<file path="src/rtl/lieat_ifu_fetchctl.sv">
// Instruction-fetch sequencer: drives BPU fetch/flush controls, issues one fetch per PC to imem,
// and holds the returned word in the IR for decode. Handles JALR stalls, fence.i and EXU redirects.
module lieat_ifu_fetchctl #(
    parameter int unsigned XLEN = 32
) (
    input  logic            clk,
    input  logic            rst,
    input  logic [XLEN-1:0] bpu_pc,
    input  logic            bpu_prdt_taken,
    input  logic            bpu_jalr_need_wait,
    input  logic            bpu_need_fencei,
    output logic [XLEN-1:0] bpu_inst,
    output logic            bpu_rst_req,
    output logic            bpu_ifetch_req,
    output logic            bpu_flush_req,
    output logic [XLEN-1:0] bpu_flush_pc,
    output logic            imem_req_valid,
    input  logic            imem_req_ready,
    output logic [XLEN-1:0] imem_req_addr,
    input  logic            imem_rsp_valid,
    input  logic [XLEN-1:0] imem_rsp_inst,
    output logic            ir_valid,
    input  logic            ir_ready,
    output logic [XLEN-1:0] ir_inst,
    output logic [XLEN-1:0] ir_pc,
    output logic            ir_prdt_taken,
    input  logic            exu_flush_req,
    input  logic [XLEN-1:0] exu_flush_pc,
    input  logic            pipe_idle
);

    typedef enum logic [2:0] {
        StBoot,
        StReq,
        StResp,
        StHold,
        StFencei,
        StDrain
    } state_e;

    state_e          r_state;
    state_e          w_state_nxt;
    logic [XLEN-1:0] r_ir_inst;
    logic [XLEN-1:0] r_ir_pc;
    logic            r_prdt;
    logic            w_flush;
    logic            w_ir_valid;
    logic            w_ld_pc;
    logic            w_ld_inst;
    logic            w_ld_prdt;

    assign w_flush    = exu_flush_req & (r_state != StBoot);
    assign w_ir_valid = (r_state == StHold) & ~bpu_jalr_need_wait & ~w_flush;

    always_comb begin
        w_state_nxt    = r_state;
        bpu_rst_req    = 1'b0;
        bpu_ifetch_req = 1'b0;
        bpu_flush_req  = 1'b0;
        bpu_flush_pc   = '0;
        imem_req_valid = 1'b0;
        w_ld_pc        = 1'b0;
        w_ld_inst      = 1'b0;
        w_ld_prdt      = 1'b0;
        unique case (r_state)
            StBoot: begin
                bpu_rst_req = ~rst;
                w_state_nxt = StReq;
            end
            StReq: begin
                imem_req_valid = 1'b1;
                if (imem_req_ready) begin
                    w_ld_pc     = ~w_flush;
                    w_state_nxt = StResp;
                end
            end
            StResp: begin
                if (imem_rsp_valid) begin
                    w_ld_inst   = ~w_flush;
                    w_state_nxt = StHold;
                end
            end
            StHold: begin
                if (w_ir_valid && ir_ready) begin
                    w_ld_prdt = 1'b1;
                    if (bpu_need_fencei) begin
                        w_state_nxt = StFencei;
                    end else begin
                        bpu_ifetch_req = 1'b1;
                        w_state_nxt    = StReq;
                    end
                end
            end
            StFencei: begin
                if (pipe_idle) begin
                    bpu_flush_req = 1'b1;
                    bpu_flush_pc  = r_ir_pc + XLEN'(4);
                    w_state_nxt   = StReq;
                end
            end
            StDrain: begin
                if (imem_rsp_valid) begin
                    w_state_nxt = StReq;
                end
            end
            default: w_state_nxt = StBoot;
        endcase
        // A redirect wins; drain only if a response is still owed to the flushed stream.
        if (w_flush) begin
            bpu_flush_req  = 1'b1;
            bpu_flush_pc   = exu_flush_pc;
            bpu_ifetch_req = 1'b0;
            if (((r_state == StResp) && !imem_rsp_valid) ||
                ((r_state == StReq) && imem_req_ready) ||
                ((r_state == StDrain) && !imem_rsp_valid)) begin
                w_state_nxt = StDrain;
            end else begin
                w_state_nxt = StReq;
            end
        end
    end

    always_ff @(posedge clk) begin
        if (rst) begin
            r_state   <= StBoot;
            r_ir_inst <= '0;
            r_ir_pc   <= '0;
            r_prdt    <= 1'b0;
        end else begin
            r_state <= w_state_nxt;
            if (w_ld_pc) begin
                r_ir_pc <= bpu_pc;
            end
            if (w_ld_inst) begin
                r_ir_inst <= imem_rsp_inst;
            end
            if (w_ld_prdt) begin
                r_prdt <= bpu_prdt_taken;
            end
        end
    end

    assign imem_req_addr = bpu_pc;
    assign bpu_inst      = r_ir_inst;
    assign ir_inst       = r_ir_inst;
    assign ir_pc         = r_ir_pc;
    assign ir_valid      = w_ir_valid;
    // Prediction is live while the IR is offered, then frozen at the handshake.
    assign ir_prdt_taken = (r_state == StHold) ? bpu_prdt_taken : r_prdt;

endmodule

</file>
<file path="config.mk">
export PLATFORM = sky130hd
export DESIGN_NAME = lieat_ifu_fetchctl
export DESIGN_NICKNAME = d
export VERILOG_FILES = /design/src/rtl/lieat_ifu_fetchctl.sv
export SDC_FILE = /design/constraint.sdc
export NUM_CORES = 1
export LEC_CHECK = 0
export ABC_AREA = 1
export ABC_CLOCK_PERIOD_IN_PS = 1600
export CAP_MARGIN = 20
export CORE_MARGIN = 4
export CORE_UTILIZATION = 34
export DETAILED_ROUTE_END_ITERATION = 7
export HOLD_SLACK_MARGIN = 0.12
export PLACE_DENSITY_LB_ADDON = 0.05
export SLEW_MARGIN = 40
export SYNTH_ARGS = -nofsm -noshare
export SYNTH_HDL_FRONTEND = slang
export SYNTH_SLANG_ARGS = --single-unit
export TNS_END_PERCENT = 10
</file>
<file path="constraint.sdc">
create_clock -name clk -period 1.6 [get_ports clk]
set_clock_uncertainty 0.15 [all_clocks]
set_input_delay 0.24 -clock clk [delete_from_list [all_inputs] [get_ports clk]]
set_output_delay 0.24 -clock clk [all_outputs]
set_load 0.1 [all_outputs]
</file>
==> results of run 1 <==
## worst max-delay path by stage
| stage | startpoint | end | slack (ns) | depth (start not counted) |
|---|---|---|---|---|
| 2_1_floorplan | r_state[2]$_SDFFE_PP0P_ | bpu_ifetch_req | -0.70 | 7 |
| 3_3_place_gp | exu_flush_req | bpu_flush_pc[17] | -0.51 | 7 |
| 3_5_place_dp | exu_flush_req | bpu_flush_pc[14] | -0.55 | 8 |
| 4_1_cts | ir_pc[12]$_SDFFE_PP0P_ | bpu_flush_pc[26] | -0.65 | 11 |
| 5_1_grt | ir_pc[21]$_SDFFE_PP0P_ | bpu_flush_pc[30] | -0.83 | 9 |
| 6_report | ir_pc[21]$_SDFFE_PP0P_ | bpu_flush_pc[30] | -0.75 | 9 |
## power breakdown
| part | total [W] | leakage [nW] | internal [W] | switching (W) |
|---|---|---|---|---|
| registers | 0.00269 | 0.573 | 0.00213 | 0.000558 |
| logic | 0.0115 | 3.68 | 0.00413 | 0.00740 |
| clock network | 0.00218 | 0.160 | 0.00137 | 0.000804 |
| total | 0.0164 | 4.41 | 0.00764 | 0.00876 |
## registers in the layout, summed over array words and instances, names as in the netlist
| register | flops |
|---|---|
| bpu_inst | 32 |
| ir_pc | 32 |
| r_prdt | 1 |
| r_state | 3 |
## stage by stage
step	setup TNS, ns	setup WS, ns	cell area, um^2	cells	total power, W
5_1_grt	-34.18	-0.832	10700	1179	0.0168
3_3_place_gp	-31.16	-0.511	9610	1141	0.0135
3_5_place_dp	-35.19	-0.554	9610	1141	0.0136
6_report	-25.14	-0.752	10700	1179	0.0164
2_1_floorplan	-43.17	-0.698	4700	672	0.00924
4_1_cts	-20.54	-0.652	10300	1169	0.0160
## area by class of cell
type,count,area [um^2]
Tap cell,168,210
Multi-Input combinational cell,469,2870
Inverter,47,196
Sequential cell,68,1450
Clock buffer,9,225
Timing Repair Buffer,410,5620
Clock inverter,7,97.6
Timing Repair inverter,1,7.51
Fill cell,563,1490
## metal layers
metal  up-vias  routed length (um)  GRT usage
met4         0                1270      0.118
li1       2761                   -          -
met2       427               12100      0.522
met5         -                   0          0
met3       117                1960     0.0734
met1      2852                7690      0.290
## Yosys cell counts, drive strengths merged
library cell    n
clkbuf          9
o21bai          2
o211ai          2
a22o            3
and2            1
nand4           6
nor2          159
o21ai          90
and3            1
a21oi          27
xnor2           2
nand3b          3
nand2         141
ha              1
inv            47
dfxtp          68
nor3            8
o221ai          1
buf            79
xor2            1
nand3          21
## timing repair
action	in CTS	in global routing
pin swaps	30	21
cloned	1	1
gates resized for setup	84	98
setup buffers	11	9
endpoints found under the setup margin	104	106
## worst max-delay path, cell delays in order, from the launching register on
cell and delay, ns:
dfxtp_2 0.39, nand2_1 0.11, nor2_1 0.25, nand2_1 0.14, nor2_1 0.14, nand2_1 0.11
a21oi_2 0.15, nand2_1 0.07, nand2_2 0.09, buf_12 0.17
## cells by family (layout without fill, tap and decap cells)
family          after synthesis  in the layout  synth area share
simple gates                340            340             0.332
fa+ha+maj                     1              1           0.00292
compound gates              125            125             0.152
buf+inv                     135            474             0.190
flops                        68             68             0.317
xor+xnor                      3              3           0.00613
==> flow_summary.yaml, run 1 <==
synthesis:
  yosysWarnings: 0
  yosysSeqAreaShare: 0.317
  yosysUniqueCellTypes: 33
  synth_area_mm2: 0.00429
  synth_top_area_cell: "dfxtp_1"
  syn-num-nets: 779
  syn_avg_cell_area_um2: 6.38
  syn_inst: 672
  synth_top_area_frac: 0.317
  ys_top_cells_by_area: "dfxtp_1, nor2_1, nand2_1"
  ys_ff_latch: 68
cts:
  clkLatencyLatePin_ns: 0.34
  clock-sinks: 68
  cts_tree: "built"
  clockRootBuffer: "clkbuf_16"
  clkTransAtPathRegs_ns: 0.06
  h-tree-depth: 3
  cts_hold_buf: 0
  cts_buffers: 9
  cts_buffer_depth: 2
setup_path:
  cp_max_fo: 4
  end_kind: "primary output"
  r2r_slack_ns: -0.10
  timing.rr.start: "r_state[1]$_SDFFE_PP0P_"
  reg2reg_depth: 9
  crit_arrival_ns: 1.96
  timing.critical_path.from_type: "flop"
  worstPathRequired_ns: 1.21
  r2r_end: "bpu_inst[9]$_SDFFE_PP0P_"
  crit_type: "reg2out"
sta:
  tightest_slew_ns: 0.387
  fmax_ghz: 0.425
  finalCriticalPeriod_ns: 2.35
  final_hold_viol_count: 0
  rsz0062_at_grt: "yes"
  relSlewSlack: 0.741
  layout_setup_ws_ns: -0.752
  holdWs_ns: 0.346
  maxSlewViolCount: 0
  setup-violations-final: 95
  min_period_over_period: 1.47
drt:
  ant_nets: 0
  dr.pass1.iters: 5
  viasPerCell: 5.22
  num_vias: 6157
  totalWireLength_um: 23000
  drc_errors: 0
  wl_per_cell_um: 19.5
  first_iter_violations: 417
status:
  violations: "setup timing"
  status: "finished with violations"
place:
  numPortBuffers: 271
  dp_hpwl_um: 15700
  place.gp.congestion: 0.937
die:
  dieHeight_um: 120
  rows: 40
  die_area_mm2: 0.0145
  die_x_um: 120
  pin_count: 272
  initial_utilization: 0.353
  core_mm2: 0.0122
global_routing:
  gr-usage-all-layers: 0.278
  grt_pass1_wl_um: 32100
  grt_max_degree: 33
  first_global_vias: 6300
  grt-ovfl-total: 0
  antenna_found_initial: 0
power:
  p_per_area_mw_per_mm2: 1540
  power_leakage_nw: 4.41
  worst_ir_drop_vdd_v: 0.000871
min_path:
  min_to: "r_prdt$_SDFFE_PP0P_"
  worstHoldPathCells: 2
  hold_start: "r_prdt$_SDFFE_PP0P_"
  hp-class: "reg2reg"
finish:
  layout.cells.most_common_list: "buf_12, nor2_1, buf_4, clkdlybuf4s50_1, nand2_1"
  drive_above_1_share: 0.513
  final_util: 0.878
  diodes: 0
  layout.nets: 1113
  area_growth_pct: 149
  final_common_cell: "buf_12"
job:
  maxCapViolations: 0
(Power assumes the default switching activity.)
==> inputs of run 2 (changes only) <==
==> constraint.sdc (replaced) <==
create_clock -name clk -period 1.6 [get_ports clk]
set_clock_uncertainty 0.15 [all_clocks]
set_input_delay 0.24 -clock clk [delete_from_list [all_inputs] [get_ports clk]]
set_output_delay 0.24 -clock clk [all_outputs]
set_load 0.005 [all_outputs]
==> flow_summary.yaml, run 2 (synthesis gave the netlist of run 1 again) <==
sta:
  finalCriticalPeriod_ns: 2.15
  maxSlewViolCount: 0
  relSlewSlack: 0.756
  fmax_ghz: 0.466
  fin_tns_setup_ns: -19.76
  setup-violations-final: 98
  final_hold_viol_count: 0
  rsz0062_at_grt: "yes"
  tightest_slew_ns: 0.364
  holdWs_ns: 0.309
  layout_setup_ws_ns: -0.546
  min_period_over_period: 1.34
drt:
  wl_per_cell_um: 15.4
  ant_nets: 0
  first_iter_violations: 263
  drc_errors: 0
  num_vias: 5794
  viasPerCell: 4.74
  dr.pass1.iters: 4
  totalWireLength_um: 18800
die:
  core_mm2: 0.0122
  die_x_um: 120
  initial_utilization: 0.353
  pin_count: 272
  rows: 40
  die_area_mm2: 0.0145
  dieHeight_um: 120
cts:
  clockRootBuffer: "clkbuf_16"
  clock-sinks: 68
  cts_buffers: 9
  cts_buffer_depth: 2
  clkLatencyLatePin_ns: 0.32
  cts_tree: "built"
  clkTransAtPathRegs_ns: 0.06
  h-tree-depth: 3
power:
  power_leakage_nw: 4.42
  worst_ir_drop_vdd_v: 0.000568
  p_per_area_mw_per_mm2: 989
  fin_total_pwr_w: 0.00874
finish:
  final_common_cell: "buf_4"
  layout.nets: 1156
  drive_above_1_share: 0.391
  diodes: 0
  area_growth_pct: 106
  layout.cells.most_common_list: "buf_4, clkdlybuf4s50_1, nor2_1, nand2_1, dlygate4sd2_1"
setup_path:
  timing.critical_path.from_type: "flop"
  r2r_slack_ns: -0.12
  cp_max_fo: 5
  crit_type: "reg2out"
  end_kind: "primary output"
  worstPathRequired_ns: 1.21
  crit_arrival_ns: 1.76
job:
  maxCapViolations: 0
global_routing:
  first_global_vias: 6136
  grt_pass1_wl_um: 29600
  antenna_found_initial: 0
  met2_usage: 0.469
  grtUsageMet3: 0.0608
  grt_busiest_layer: "met2"
  gr-usage-met1: 0.276
  grt_max_degree: 42
  gr-usage-all-layers: 0.250
  grt-ovfl-total: 0
place:
  place.gp.congestion: 0.870
  numPortBuffers: 271
  dp_hpwl_um: 13500
status:
  violations: "setup timing"
  status: "finished with violations"
min_path:
  hp-class: "reg2reg"
[run 2: per-stage QoR]
stage	util	instances	area [um^2]	setup WS [ns]
final	0.726	1222	8830	-0.546
after global routing	0.726	1222	8830	-0.685
after CTS	0.706	1217	8580	-0.611
after detailed placement	0.642	1175	7810	-0.843
after global placement	0.642	1175	7810	-0.773
after floorplan	-	672	4320	-0.0560
[run 2: power breakdown]
group,switching (W),internal (W),leakage (nW)
sequential,0.000380,0.00214,0.582
combinational,0.00198,0.00241,3.70
clock,0.000776,0.00105,0.136
total,0.00314,0.00560,4.42
[run 2: what timing repair did]
action,CTS,global route
buffers inserted,27,6
cloned,4,1
resized for setup,398,114
endpoints found under the setup margin,217,148
pin swaps,48,32
hold buffers,0,0
[run 2: final timing paths]
kind | startpoint | end | cells past startpoint
worst min-delay path | r_prdt$_SDFFE_PP0P_ | r_prdt$_SDFFE_PP0P_ | 2
worst min register to register | r_prdt$_SDFFE_PP0P_ | r_prdt$_SDFFE_PP0P_ | 2
worst max register to register | r_state[1]$_SDFFE_PP0P_ | bpu_inst[2]$_SDFFE_PP0P_ | 10
worst max-delay path | r_state[1]$_SDFFE_PP0P_ | bpu_flush_pc[18] | 9
[run 2: critical path, stage by stage, from the launching register on]
cell and delay, ns:
dfxtp_2 0.33, nor2_4 0.11, buf_4 0.12, nand4_1 0.09, buf_6 0.18, clkinvlp_4 0.11, buf_6 0.14, o21ai_1 0.07
o21ai_1 0.14, buf_2 0.14
[run 2: layer usage]
layer,share of wire,vias to the layer above
li1,-,2849
met1,0.37,2658
met2,0.54,249
met3,0.068,38
met4,0.023,0
met5,0,-
[run 2: area by class of cell]
cell class                 instances  area [um^2]
sequential                        68         1470
inverter                          47          198
clock inverter                     7         50.0
multi-input combinational        469         2590
fill                             993         3330
tap                              168          210
timing repair inverter             1         7.51
clock buffer                       9          225
timing repair buffer             453         4080
==> RTL edit 1: new RTL, config.mk and constraints of run 2 <==
Re-encode `state_e` (6 states) as Gray code, 3 bits wide.
--- a/src/rtl/lieat_ifu_fetchctl.sv
+++ b/src/rtl/lieat_ifu_fetchctl.sv
@@ -31,10 +31,10 @@
 
     typedef enum logic [2:0] {
-        StBoot,
-        StReq,
-        StResp,
-        StHold,
-        StFencei,
-        StDrain
+        StBoot   = 3'b000,
+        StReq    = 3'b001,
+        StResp   = 3'b011,
+        StHold   = 3'b010,
+        StFencei = 3'b110,
+        StDrain  = 3'b111
     } state_e;
 
Formal check against the unedited RTL: no difference found for any inputs over 10 cycles, from zero or initial values and one cycle with rst high; not proved beyond that.
==> RTL edit 1 against run 2 <==
- synthesized cell count decreased by 0.74%
- cell area increased by 0.69%
- total power decreased by 17%
- utilization increased by 0.50 points
- largest cell class unchanged
- routed wire length about the same
- highest routed layer unchanged
- sequential cell count unchanged
- the flow still finishes with violations (negative setup slack)
- combinational power decreased by 24%
- sequential power decreased by 15%
- synthesized area decreased by 0.73%
- setup slack got worse by 0.15 ns
==> RTL edit 1: results (changes against run 2) <==
| Metric | Value |
|---|---|
| Drt wl/cell | `15.28 µm (-0.84%)` |
| YS warnings | `0 (unchanged)` |
| Net count after synthesis | `774 (-0.64%)` |
| Filler cells | `981 (-1.2%)` |
| Failing checks | `negative setup slack` |
| Largest net degree at the start of global routing | `33 (-21%)` |
| Distinct cell type count after synthesis | `30 (-9.1%)` |
| Initial DRC Count | `290 (+10%)` |
| Final Setup Violations | `40 (-59%)` |
| Area contributors post-synth | `dfxtp_1, nand2_1, buf_4` |
| Vias per inst | `4.715 (-0.57%)` |
| Pre-Repair DR Iteration Count | `5 (+1)` |
| Fraction of layout cells with a size suffix above 1 | `38.50% (-0.59 points)` |
| Peak supply drop | `0.0006849 V (+21%)` |
| Pleak | `4.498 nW (+1.8%)` |
| Final worst slack | `-0.6990 ns (-0.1533 ns)` |
| Nets | `1168 (+1.0%)` |
| First-pass GRT wire length | `29620 µm (about the same)` |
| Rel. slew slack | `81.68% (+6.1 points)` |
| H-tree Lvls | `3 (unchanged)` |
| DP Wirelength | `13740 µm (+2.0%)` |
| Crit path DAT | `1.91 ns (+0.15 ns)` |
| Sequential area share after synthesis | `31.96% (+0.23 points)` |
| Status | `finished with violations` |
| Global Route Usage Sum | `25.22% (+0.19 points)` |
| Synth cell count leaders | `nand2_1, nor2_1, dfxtp_1` |
| Vias in the first global route | `6056 (-1.3%)` |
| Switch share | `33.71% (-2.2 points)` |
-- RTL edit 1: final cells by class --
class	instances	area, µm²	area share [%]
sequential	68	1451	16.32
multi-input combinational	456	2520	28.34
clock buffer	10	229.0	2.575
tap	168	210.2	2.364
inverter	55	225.2	2.533
timing repair buffer	471	4227	47.53
clock inverter	5	30.03	0.3377
-- RTL edit 1: kinds of logic after synthesis --
family / Yosys count / share of synthesized area, %
AO/OA/AOI/OAI: 137 / 16.66
XOR/XNOR: 1 / 0.2057
adder cells (fa/ha/maj): 1 / 0.2937
buffers and inverters: 144 / 18.98
flip-flops: 68 / 31.96
AND/OR/NAND/NOR: 316 / 31.90
-- RTL edit 1: critical path, cell delays in order, from the launching register on --
cell      delay, ns
dfxtp_4        0.36
buf_6          0.11
nand2_4        0.05
nor2_4         0.09
nand2_2        0.09
nor2_4         0.17
nand2_4        0.12
buf_6          0.14
buf_6          0.11
clkinv_4       0.05
nand3_4        0.05
nand3_2        0.07
nand2_1        0.05
buf_2          0.12
-- RTL edit 1: final timing paths --
check / from / to / depth (start not counted)
max: ir_pc[3]$_SDFFE_PP0P_ / bpu_flush_pc[19] / 13
min: r_prdt$_SDFFE_PP0P_ / r_prdt$_SDFFE_PP0P_ / 2
max reg2reg: r_state[2]$_SDFFE_PP0P_ / r_state[2]$_SDFFE_PP0P_ / 11
min reg2reg: r_prdt$_SDFFE_PP0P_ / r_prdt$_SDFFE_PP0P_ / 2
-- RTL edit 1: stage by stage --
step | setup TNS, ns | setup WS [ns] | hold slack [ns] | instance area [µm²] | cells
after CTS | -20.47 | -0.7163 | 0.3074 | 8611 | 1226
after global placement | -33.94 | -0.6994 | 0.2816 | 7889 | 1176
after global routing | -23.77 | -0.7888 | 0.3364 | 8892 | 1233
after detailed placement | -35.80 | -0.7067 | 0.2987 | 7889 | 1176
after floorplan | -1.152 | -0.1403 | 0.2300 | 4287 | 667
final | -19.16 | -0.6990 | 0.3106 | 8892 | 1233
-- RTL edit 1: repair_timing --
item | in CTS | in global routing
endpoints found under the hold margin | 0 | 0
setup endpoints to repair | 185 | 132
resized for setup | 352 | 118
pin swaps | 49 | 36
gates cloned | 2 | 0
buffers inserted | 34 | 8
-- RTL edit 1: layer usage --
metal | vias up | wire length (µm) | GRT usage [%]
li1 | 2889 | - | -
met1 | 2659 | 7146 | 27.29
met2 | 233 | 9916 | 47.66
met3 | 32 | 1376 | 5.844
met4 | 0 | 398 | 8.661
met5 | - | 0 | 0
-- RTL edit 1: power by group through the flow --
stage	combinational, mW	sequential, mW	clock [mW]
final	3.32	2.15	1.78
after floorplan	1.11	2.15	0
after detailed placement	3.12	2.12	0
after global placement	3.06	2.11	0
after CTS	3.15	2.13	1.81
after global routing	3.61	2.18	1.89
==> RTL edit 2: new RTL, flow settings as in run 2 <==
Made on the original files. The parameter `XLEN` goes from 32 to 16.
--- a/src/rtl/lieat_ifu_fetchctl.sv
+++ b/src/rtl/lieat_ifu_fetchctl.sv
@@ -2,5 +2,5 @@
 // and holds the returned word in the IR for decode. Handles JALR stalls, fence.i and EXU redirects.
 module lieat_ifu_fetchctl #(
-    parameter int unsigned XLEN = 32
+    parameter int unsigned XLEN = 16
 ) (
     input  logic            clk,
Ports: changed (8 resized); port bits go from 272 to 144. The function was not compared with the original's and may differ.
==> RTL edit 2 against run 2 <==
- cell area fell by 50%
- worst hold slack got worse by 0.0067 ns
- total power fell by 42%
- routed wire length fell by 58%
- largest power group unchanged
- synthesized area fell by 50%
- synthesized cell count fell by 52%
- the flow still finishes with violations (negative setup slack)
- setup slack improved by 0.0036 ns
- sequential cell count fell by 32
- via count fell by 54%
- utilization barely moved
==> RTL edit 2: results (changes against run 2) <==
| Metric | Value |
|---|---|
| Initial DRC Count | `44 (-83%)` |
| Total wire length | `7822 µm (-58%)` |
| GP Congestion | `0.8210 (-5.7%)` |
| Sequential area share after synthesis | `33.29% (+1.6 points)` |
| Largest net degree at the start of global routing | `37 (-12%)` |
| Failing checks | `negative setup slack` |
| Area contributors post-synth | `dfxtp_1, nor2_1, buf_4` |
| Placement-stage cell area | `3916 µm² (-50%)` |
| Root Driver | `clkbuf_8` |
| Final Setup Violations | `58 (-41%)` |
| Vias in the first global route | `2558 (-58%)` |
| Drt wl/cell | `13.28 µm (-14%)` |
| Synth cell count leaders | `nor2_1, nand2_1, o21ai_0` |
| Status | `finished with violations` |
| First-pass GRT wire length | `11820 µm (-60%)` |
| R2R Path End | `r_state[2]$_SDFFE_PP0P_` |
| Final worst slack | `-0.5420 ns (+0.003627 ns)` |
| DP Wirelength | `5755 µm (-57%)` |
| Fraction of layout cells with a size suffix above 1 | `37.55% (-1.5 points)` |
| Post-Syn Instances | `322 (-52%)` |
| Clock latency on the worst-skew pair | `0.29 ns (-0.03 ns)` |
| Peak supply drop | `0.0007765 V (+37%)` |
| Distinct cell type count after synthesis | `29 (-12%)` |
| Port Buffer Count | `143 (-47%)` |
| CTS buffer count | `5 (-4)` |
| Worst setup path end | `bpu_flush_pc[8]` |
| Placed insts | `558 (-53%)` |
| R2R depth | `14 (+4)` |
| Pleak | `2.035 nW (-54%)` |
| Actual slew at the worst max-slew pin | `0.2704 ns (-0.09401 ns)` |
RTL edit 2: cell count changes in the layout (fill, tap and decap cells not counted), sizes merged, moves of 16 or more:
| cell | delta |
|---|---|
| clkdlybuf4s50 | -37 |
| inv | -21 |
| nor2 | -84 |
| o21ai | -39 |
| dlymetal6s2s | -21 |
| dfxtp | -32 |
| buf | -112 |
| dlygate4sd2 | -51 |
| a21oi | -16 |
| nand2 | -84 |
RTL edit 2: how the worst min path moves through the flow:
stage / end / cells past startpoint / slack, ns
6_report: r_prdt$_SDFFE_PP0P_ / 2 / 0.30
5_1_grt: r_prdt$_SDFFE_PP0P_ / 2 / 0.34
4_1_cts: r_prdt$_SDFFE_PP0P_ / 2 / 0.32
3_5_place_dp: r_prdt$_SDFFE_PP0P_ / 2 / 0.31
3_3_place_gp: r_prdt$_SDFFE_PP0P_ / 2 / 0.29
2_1_floorplan: ir_pc[2]$_SDFFE_PP0P_ / 2 / 0.25
RTL edit 2: cells by family after synthesis:
family                   count (synthesis)  share of synthesized area [%]
buffers and inverters                   70                          19.25
XOR/XNOR                                 1                         0.4047
AND/OR/NAND/NOR                        148                          30.58
adder cells (fa/ha/maj)                  1                         0.5779
AO/OA/AOI/OAI                           66                          15.90
flip-flops                              36                          33.29
RTL edit 2: critical path, cell delays in order, from the launching register on:
cell	delay, ns
dfxtp_2	0.34
nor2_4	0.11
buf_6	0.11
nand2_4	0.05
nand2_4	0.07
clkinvlp_4	0.14
buf_6	0.17
buf_16	0.12
buf_6	0.11
nand2_2	0.05
o21ai_2	0.05
buf_2	0.13
RTL edit 2: area by class of cell:
class                           count  area (µm²)
Timing Repair Buffer              225        2086
Fill cell                         516        1659
Multi-Input combinational cell    216        1245
Sequential cell                    36       745.7
Inverter                           29       120.1
Tap cell                           75       93.84
Clock buffer                        5       68.82
Clock inverter                      3       42.54
RTL edit 2: through the flow:
step / TNS (ns) / setup WS [ns] / total power [mW]
4_1_cts: -9.851 / -0.5180 / 4.937
5_1_grt: -18.93 / -0.6548 / 5.398
3_5_place_dp: -18.67 / -0.7510 / 3.727
3_3_place_gp: -17.99 / -0.7542 / 3.690
6_report: -13.13 / -0.5420 / 5.046
2_1_floorplan: 0 / 0.01283 / 2.314
RTL edit 2: routing by layer:
metal,part of all wire [%],up-vias,GRT usage [%]
met2,55,73,38.56
met5,0,-,0
li1,-,1379,-
met1,37,1225,20.51
met3,5.8,11,3.763
met4,1.5,0,5.160
RTL edit 2: report_power, final:
group          switching [mW]  internal [mW]
registers               0.139           1.10
logic                    1.33           1.68
clock network           0.331          0.461
total                    1.80           3.25
RTL edit 2: timing repair:
item                                    CTS  global route
resized for setup                       182            56
endpoints found under the hold margin     0             0
buffers inserted                         20             3
cloned                                    1             0
endpoints found under the setup margin   83            72
pin swaps                                 8             4
